<file path="src/rtl/qrng_pkg.sv">
// Shared constants and state encoding for the random byte packing path.
package qrng_pkg;

    localparam int BYTE_W         = 8;
    localparam int DEF_REP_LIMIT  = 32;
    localparam int DEF_FIFO_DEPTH = 16;

    typedef enum logic {
        ST_RUN   = 1'b0,
        ST_FAULT = 1'b1
    } state_e;

endpackage

</file>
<file path="src/rtl/byte_fifo.sv">
// First-word-fall-through synchronous FIFO; head entry is visible whenever not empty.
module byte_fifo #(
    parameter int DEPTH = 16,
    parameter int WIDTH = 8
) (
    input  logic                     clk,
    input  logic                     reset,
    input  logic                     push_i,
    input  logic [WIDTH-1:0]         push_data_i,
    input  logic                     pop_i,
    output logic [WIDTH-1:0]         rd_data_o,
    output logic                     full_o,
    output logic                     empty_o,
    output logic [$clog2(DEPTH):0]   level_o
);

    localparam int AW = $clog2(DEPTH);
    localparam logic [AW:0] LEVEL_MAX = (AW+1)'(DEPTH);

    logic [WIDTH-1:0] mem_q [DEPTH];
    logic [AW-1:0]    wr_ptr_q;
    logic [AW-1:0]    rd_ptr_q;
    logic [AW:0]      level_q;
    logic             do_push;
    logic             do_pop;

    assign full_o  = (level_q == LEVEL_MAX);
    assign empty_o = (level_q == '0);
    assign level_o = level_q;

    // A full FIFO still takes a push when the head leaves on the same edge.
    assign do_pop  = pop_i && !empty_o;
    assign do_push = push_i && (!full_o || do_pop);

    assign rd_data_o = empty_o ? '0 : mem_q[rd_ptr_q];

    always_ff @(posedge clk or posedge reset) begin
        if (reset) begin
            wr_ptr_q <= '0;
            rd_ptr_q <= '0;
            level_q  <= '0;
        end else begin
            if (do_push) wr_ptr_q <= wr_ptr_q + AW'(1);
            if (do_pop)  rd_ptr_q <= rd_ptr_q + AW'(1);
            case ({do_push, do_pop})
                2'b10:   level_q <= level_q + (AW+1)'(1);
                2'b01:   level_q <= level_q - (AW+1)'(1);
                default: level_q <= level_q;
            endcase
        end
    end

    always_ff @(posedge clk) begin
        if (do_push) mem_q[wr_ptr_q] <= push_data_i;
    end

endmodule

</file>
<file path="src/rtl/random_byte_packer.sv">
// Repetition-count health test on the raw random bit stream, LSB-first byte packing, FWFT byte buffer.
//   state    | meaning
//   ST_RUN   | bits accepted, tested and packed
//   ST_FAULT | run limit tripped; bits ignored until clear_flags, FIFO keeps draining
module random_byte_packer
    import qrng_pkg::*;
#(
    parameter int FIFO_DEPTH = DEF_FIFO_DEPTH,
    parameter int REP_LIMIT  = DEF_REP_LIMIT
) (
    input  logic                          clk,
    input  logic                          reset,
    input  logic                          random_bit,
    input  logic                          random_bit_ready,
    input  logic                          clear_flags,
    output logic [BYTE_W-1:0]             byte_data,
    output logic                          byte_valid,
    input  logic                          byte_ready,
    output logic [$clog2(FIFO_DEPTH):0]   fifo_level,
    output logic                          overflow,
    output logic                          health_fail
);

    localparam int RW = $clog2(REP_LIMIT + 1);
    localparam logic [RW-1:0] REP_MAX = RW'(REP_LIMIT);

    state_e              state_q;
    logic [BYTE_W-2:0]   shift_q;
    logic [BYTE_W-2:0]   shift_d;
    logic [2:0]          bitcnt_q;
    logic [RW-1:0]       run_q;
    logic [RW-1:0]       run_d;
    logic                last_q;
    logic                overflow_q;
    logic                health_q;

    logic                accept;
    logic                trip;
    logic                push;
    logic [BYTE_W-1:0]   push_data;
    logic                pop;
    logic                fifo_full;
    logic                fifo_empty;
    logic                drop;

    // A clear on the same cycle as a strobe wins; that bit is lost.
    assign accept = random_bit_ready && (state_q == ST_RUN) && !clear_flags;

    always_comb begin
        run_d = RW'(1);
        if (run_q != '0 && random_bit == last_q)
            run_d = (run_q == REP_MAX) ? REP_MAX : run_q + RW'(1);
    end

    assign trip      = accept && (run_d == REP_MAX);
    assign shift_d   = {random_bit, shift_q[BYTE_W-2:1]};
    assign push      = accept && !trip && (bitcnt_q == 3'd7);
    assign push_data = {random_bit, shift_q};
    assign pop       = byte_valid && byte_ready;
    assign drop      = push && fifo_full && !pop;

    always_ff @(posedge clk or posedge reset) begin
        if (reset) begin
            state_q    <= ST_RUN;
            shift_q    <= '0;
            bitcnt_q   <= '0;
            run_q      <= '0;
            last_q     <= 1'b0;
            overflow_q <= 1'b0;
            health_q   <= 1'b0;
        end else if (clear_flags) begin
            state_q    <= ST_RUN;
            run_q      <= '0;
            overflow_q <= 1'b0;
            health_q   <= 1'b0;
        end else begin
            if (drop) overflow_q <= 1'b1;
            if (accept) begin
                last_q <= random_bit;
                run_q  <= run_d;
                if (trip) begin
                    health_q <= 1'b1;
                    state_q  <= ST_FAULT;
                    bitcnt_q <= '0;
                end else begin
                    shift_q  <= shift_d;
                    bitcnt_q <= bitcnt_q + 3'd1;
                end
            end
        end
    end

    byte_fifo #(
        .DEPTH (FIFO_DEPTH),
        .WIDTH (BYTE_W)
    ) u_fifo (
        .clk         (clk),
        .reset       (reset),
        .push_i      (push),
        .push_data_i (push_data),
        .pop_i       (pop),
        .rd_data_o   (byte_data),
        .full_o      (fifo_full),
        .empty_o     (fifo_empty),
        .level_o     (fifo_level)
    );

    assign byte_valid  = !fifo_empty;
    assign overflow    = overflow_q;
    assign health_fail = health_q;

endmodule
</file>
<file path="config.mk">
export PLATFORM = sky130hd
export DESIGN_NAME = random_byte_packer
export DESIGN_NICKNAME = d
export VERILOG_FILES = /design/src/rtl/qrng_pkg.sv /design/src/rtl/byte_fifo.sv /design/src/rtl/random_byte_packer.sv
export SDC_FILE = /design/constraint.sdc
export NUM_CORES = 1
export LEC_CHECK = 0
export ABC_AREA = 1
export ABC_CLOCK_PERIOD_IN_PS = 2750
export CELL_PAD_IN_SITES_DETAIL_PLACEMENT = 2
export CELL_PAD_IN_SITES_GLOBAL_PLACEMENT = 2
export CORE_MARGIN = 1
export CORE_UTILIZATION = 30
export CTS_BUF_LIST = sky130_fd_sc_hd__clkbuf_4
export CTS_CLUSTER_DIAMETER = 60
export DETAILED_ROUTE_END_ITERATION = 12
export PLACE_DENSITY_LB_ADDON = 0.12
export SETUP_SLACK_MARGIN = 0.2
export SLEW_MARGIN = 20
export SYNTH_ARGS = -nofsm -noshare
export SYNTH_HDL_FRONTEND = slang
export SYNTH_SLANG_ARGS = --single-unit
</file>
<file path="constraint.sdc">
create_clock -name clk -period 2.75 [get_ports clk]
set_clock_uncertainty 0.1 [all_clocks]
set_input_delay 0.275 -clock clk [delete_from_list [all_inputs] [get_ports clk]]
set_output_delay 0.275 -clock clk [all_outputs]
set_load 0.03 [all_outputs]
</file>
# Yosys cells after proc, flatten, opt, wreduce, memory -nomap -nowiden
# Memories as Yosys holds them, arrays and structs flattened.
# Cells that the tools add are included.
# totals
mem_count	1
register_bits	32
ram_bits	128
wordCells	66
out_inout_bits	16
input_bits	6
# op_classes
eq_ne	7
bitwise	3
n_reduce_logical	26
n_addsub	6
mux	14
# mem_list
name	words	word_bits	rd	rd_clocked_by_memory_dff	wr	line_no	rtl
u_fifo.mem_q	16	8	1	0	1	byte_fifo.sv:20	logic [WIDTH-1:0] mem_q [DEPTH];
# op_table
cell	n
two-way mux 6 bit	4
equality test 6 bit (second input constant)	2
logical AND 1 bit	11
one-hot mux 5 bit (2 select lines)	1
adder 4 x 1 -> 4 bit (second input constant)	2
two-way mux 8 bit	1
nonzero test 2 bit	4
two-way mux 1 bit	7
adder 6 x 1 -> 6 bit (second input constant)	1
nonzero test 6 bit	1
adder 5 x 1 -> 5 bit (second input constant)	1
equality test 5 bit (second input constant)	1
logical NOT 1 bit	5
logical NOT 5 bit	1
subtractor 5 x 1 -> 5 bit (second input constant)	1
AND reduction 2 bit	2
adder 3 x 1 -> 3 bit (second input constant)	1
equality test 3 bit (second input constant)	1
two-way mux 3 bit	1
NOT 1 bit	3
AND reduction 3 bit	1
equality test 2 x 1 -> 1 bit (second input constant)	1
equality test 2 bit (second input constant)	1
equality test 1 bit	1
logical OR 1 bit	1

# Depth between registers and ports, before layout
# depth
depth_word	12
ltp_mapped	19
depth_no_buf	19

# Modules after synthesis
# From an unflattened synthesis, not the netlist that was laid out.
# hier_totals
hier_cells	651
hier_area_um2	7140.6
# modules_own_cells
mod	area_per_inst_um2	seq_area_each_um2	cells_per_inst	instances
byte_fifo	6043.3	4169.0	529	1
random_byte_packer	1097.3	475.5	122	1

# Worst setup path before layout
# No wires, ideal clock.
# synth_path
path_kind	register to register
from	reg u_fifo.level_q[0], in the netlist u_fifo.level_o[0]
to	reg u_fifo.level_q[4], in the netlist u_fifo.level_o[4]
setup_ps	118
required_ps	2532
path_slack_ps	-19
t_arrival_ps	2551
path_stages_with_launch	15
period_less_slack_ps	2769
n_path_buf	0
path_cell_list	dfrtp_1 > nor4_2 > nand2_1 > nand2_2 > inv_1 > nand2_4 > inv_1 > ha_1 > a21o_1 > a31oi_1 > inv_1 > nand2_1 > nand2_1 > nand2_1 > nand2_1
# synth_between
elab_chain_len	8
elab_cells_between_ends	14
classes_between	add/sub: 2; eq/ne: 3; mux: 1; reduce/logical: 8
# synth_lines
element	line_no	rtl
start, declared	byte_fifo.sv:23	logic [AW:0] level_q;
start signal, assigned	byte_fifo.sv:46	2'b10: level_q <= level_q + (AW+1)'(1);
start signal, assigned	byte_fifo.sv:47	2'b01: level_q <= level_q - (AW+1)'(1);
start signal, assigned	byte_fifo.sv:48	default: level_q <= level_q;
logical NOT 5 bit *	byte_fifo.sv:28	assign empty_o = (level_q == '0);
logical NOT 1 bit *	random_byte_packer.sv:108	assign byte_valid = !fifo_empty;
via byte_valid	random_byte_packer.sv:17	output logic byte_valid,
logical AND 1 bit	random_byte_packer.sv:59	assign pop = byte_valid && byte_ready;
logical AND 1 bit *	byte_fifo.sv:32	assign do_pop = pop_i && !empty_o;
logical OR 1 bit	byte_fifo.sv:33	assign do_push = push_i && (!full_o || do_pop);
logical AND 1 bit	byte_fifo.sv:33	
equality test 2 x 1 -> 1 bit or equality test 2 bit (tied branches)	byte_fifo.sv:45	case ({do_push, do_pop})
one-hot mux 5 bit (2 select lines) or nonzero test 2 bit (tied branches)	n/a	
# Mark *: on every way through the listed nets, which the timed path passes. The rest lies on a longest branch.
# A chain may end at the register's enable or synchronous reset.

# Worst setup path in the final report
# layout_path
from	reg u_fifo.rd_ptr_q[0]
to	out byte_data[3]
# layout_between
elab_chain_len	2
# layout_lines
element	line_no	rtl
start, declared	byte_fifo.sv:22	logic [AW-1:0] rd_ptr_q;
start signal, assigned	byte_fifo.sv:44	if (do_pop) rd_ptr_q <= rd_ptr_q + AW'(1);
memory (16 x 8 bit)	n/a	
two-way mux 8 bit	byte_fifo.sv:35	assign rd_data_o = empty_o ? '0 : mem_q[rd_ptr_q];
end, declared	random_byte_packer.sv:16	output logic [BYTE_W-1:0] byte_data,
# Every way passes these cells.

==> run metrics <==
Worst Setup SP=u_fifo.rd_ptr_q[0]; GR peak layer=met2; CP startpoint kind=flop; ratio of cells with drive above 1 in the final layout=37.0%; final setup vio count=0; fill cell count=2,199; Clock Sinks=160; max-slew violations=0; final hold viol count=0; CP required=2380 ps; non-filler cells, final=967; Total GRT Usage=19.3%; Die X=152 µm; WL per Instance=22.6 µm; Reg2Reg Setup Slack=160 ps; Crit path arrival time=2330 ps; largest net degree at the start of global routing=33; number of flops mapped to enable cells by yosys=128; Yosys reg bits=160; mean post-synth cell area=11.9 µm²; max_slew headroom=52.0%; P per Cell Area=1030 mW/mm²; drt via density=5.15; Tmin final=2710 ps; Post-Syn Instances=569; synth warn=0; Layout area overhead=37.8%; Post-Route WL=21,800 µm; RR Startpoint=run_q[1]; Max VDD drop=0.471 mV; initial antenna violation count=1; top_reg_cell synth=edfxtp_1; final total power=0.00966 W; violated checks=DRC; HPWL after detailed placement=12,500 µm; Starting DRT DRC Count=222; Setup CP Type=reg2out; vias in the first global route=5,481; first-pass GRT wire length=32,900 µm; clock transition at the registers of the reported paths=140 ps; Hold Path Depth=2; met1 usage=23.3%; post-route ant nets=0; fin crit share=98.5%; Initial Util=30.8%; row count=54; H-Tree Depth=4; fin nets=692; Port Buffers=21; CTS Buf Count=17; core box area=0.0220 mm²; unrepaired setup endpoints after global routing=true; grt met3 use=3.47%; CTS tree=built; Worst Max-Slew Pin Slew=721 ps; cell total after placement=882; Syn Nets=588; # DRC=2; vias=4,978; buffer depth of the longest clock path=2; crit path to=byte_data[3]; total iterations of the first detailed-routing run=8; Worst Reg2Reg Path Length in Cells=18; reg-to-reg critical path endpoint=u_fifo.level_o[4]; placed cell area=0.00758 mm²; Worst-Skew Late Latency=580 ps; Critical Path End Type=output port; worst-path maximum fanout=6; boundary pin count=22; Cell Area, Synth=0.00678 mm²; met2 global-route usage=34.1%; fraction of registers with async set/reset=20.0%; GPL Wtd Cong=0.774; clock root cell=clkbuf_4; GRT overflow=0; Static Leak=3.45 nW; Hold WC Path Type=in2reg; die height=152 µm; Yosys cell types=36; Achievable Freq=369 MHz; setup TNS=0 ps; number of max-cap violations=0; sequential cell area fraction in the yosys report=68.5%; Final WS setup=42.3 ps; status=finished with violations; pre-CTS WS=-102 ps; Finished Cell Area=0.00934 mm²; area of the die=0.0232 mm²
placed cells by master, fill, tap and decap left out, types with 3 or more instances in the layout:
cell,count
inv_1,20
edfxtp_1,128
clkinv_2,3
nand3_2,5
o21ai_1,21
clkbuf_4,18
a21oi_1,3
nand3_1,21
buf_6,35
inv_6,6
buf_16,11
clkinv_4,6
nor2_2,20
dfrtp_1,25
a21oi_2,6
o221ai_1,13
o21ai_4,4
ha_1,7
o21ai_2,15
nor2_1,71
inv_2,5
xor2_1,6
nand2_4,9
o22ai_2,4
buf_4,31
o221ai_2,11
dfrtp_2,7
nand4_1,3
nand2_2,7
clkinvlp_4,3
o21ai_0,40
nand2_1,49
ha_4,5
clkdlybuf4s50_1,12
buf_12,15
nor2_4,7
o22ai_1,5
where the power goes:
group	internal, W	switching, W
sequential	0.00283	0.000283
combinational	0.00238	0.00274
clock	0.000490	0.000936
worst min-delay path by stage:
stage | from | endpoint | slack, ps
after floorplan | random_bit | u_fifo.mem_q[0][7] | 270
after global placement | overflow | overflow | 380
after detailed placement | overflow | overflow | 390
after CTS | clear_flags | health_fail | 220
after global routing | clear_flags | health_fail | 250
final | clear_flags | health_fail | 270
layout make-up:
cell class | instances | area, µm² | area share [%]
inverter | 35 | 169 | 1.81
tap | 280 | 350 | 3.75
timing repair buffer | 110 | 1450 | 15.5
clock buffer | 18 | 135 | 1.45
clock inverter | 14 | 149 | 1.59
multi-input combinational | 349 | 2430 | 26.0
sequential | 160 | 4650 | 49.8
antenna | 1 | 2.50 | 0.0268
synthesized netlist by cell type (3+ instances only):
cell      number  area share (%)
edfxtp_1     128              57
nor2_1        97             5.4
o21ai_0       70             5.2
nand2_1       59             3.3
dfrtp_1       32              12
inv_1         28             1.5
nand3_1       26             1.9
o221ai_1      24             3.1
clkbuf_1      17            0.94
ha_1          12             2.2
o21ai_1       10            0.74
a21oi_1        9            0.66
o22ai_1        9            0.83
xor2_1         7            0.90
buf_2          6            0.44
inv_2          5            0.28
nand2_2        3            0.28
nand2_4        3            0.50
nand4_1        3            0.28
timing repair:
item,CTS,global route
endpoints found under the hold margin,25,0
resized for setup,120,106
pin swaps,37,43
setup endpoints to repair,117,124
buffers inserted,24,13
gates cloned,11,3
hold buffers,1,0
per-stage QoR:
step	hold WS, ps	utilization, %
floorplan	274	-
global placement	381	34.4
detailed placement	390	34.4
CTS	219	39.8
global route	248	42.4
finish	272	42.4
metal layers:
layer / routed length, µm / part of all wire, %
met1: 9270 / 42
met2: 11500 / 53
met3: 658 / 3.0
met4: 406 / 1.9
met5: 0 / 0
worst max-delay path, stage by stage, from the launching register on:
cell and delay [ps]:
dfrtp_2 470, buf_12 170, buf_12 120, buf_16 130, o21ai_4 120, o22ai_2 90, nor2_1 140, nor2_1 80
o21ai_1 180, a21oi_1 110, buf_4 180
logic make-up (layout without fill, tap and decap cells):
| group | count (synthesis) | after routing | synth area share (%) |
|---|---|---|---|
| AOI/OAI and AO/OA | 129 | 129 | 11.3 |
| xor gates and xnor gates | 9 | 9 | 1.27 |
| adders and majority gates | 13 | 13 | 2.51 |
| buffers and inverters | 60 | 177 | 3.50 |
| DFF | 160 | 160 | 68.5 |
| other | 0 | 1 | 0 |
| and+or+nand+nor | 198 | 198 | 12.9 |
sequential cells by signal, indices dropped and copies added, names as in the netlist:
signal           cells
u_fifo.mem_q       128
shift_q              7
run_q                6
u_fifo.level_o       5
u_fifo.rd_ptr_q      4
u_fifo.wr_ptr_q      4
bitcnt_q             3
health_fail          1
last_q               1
overflow             1
No activity file was read; power rests on OpenSTA's default activity.
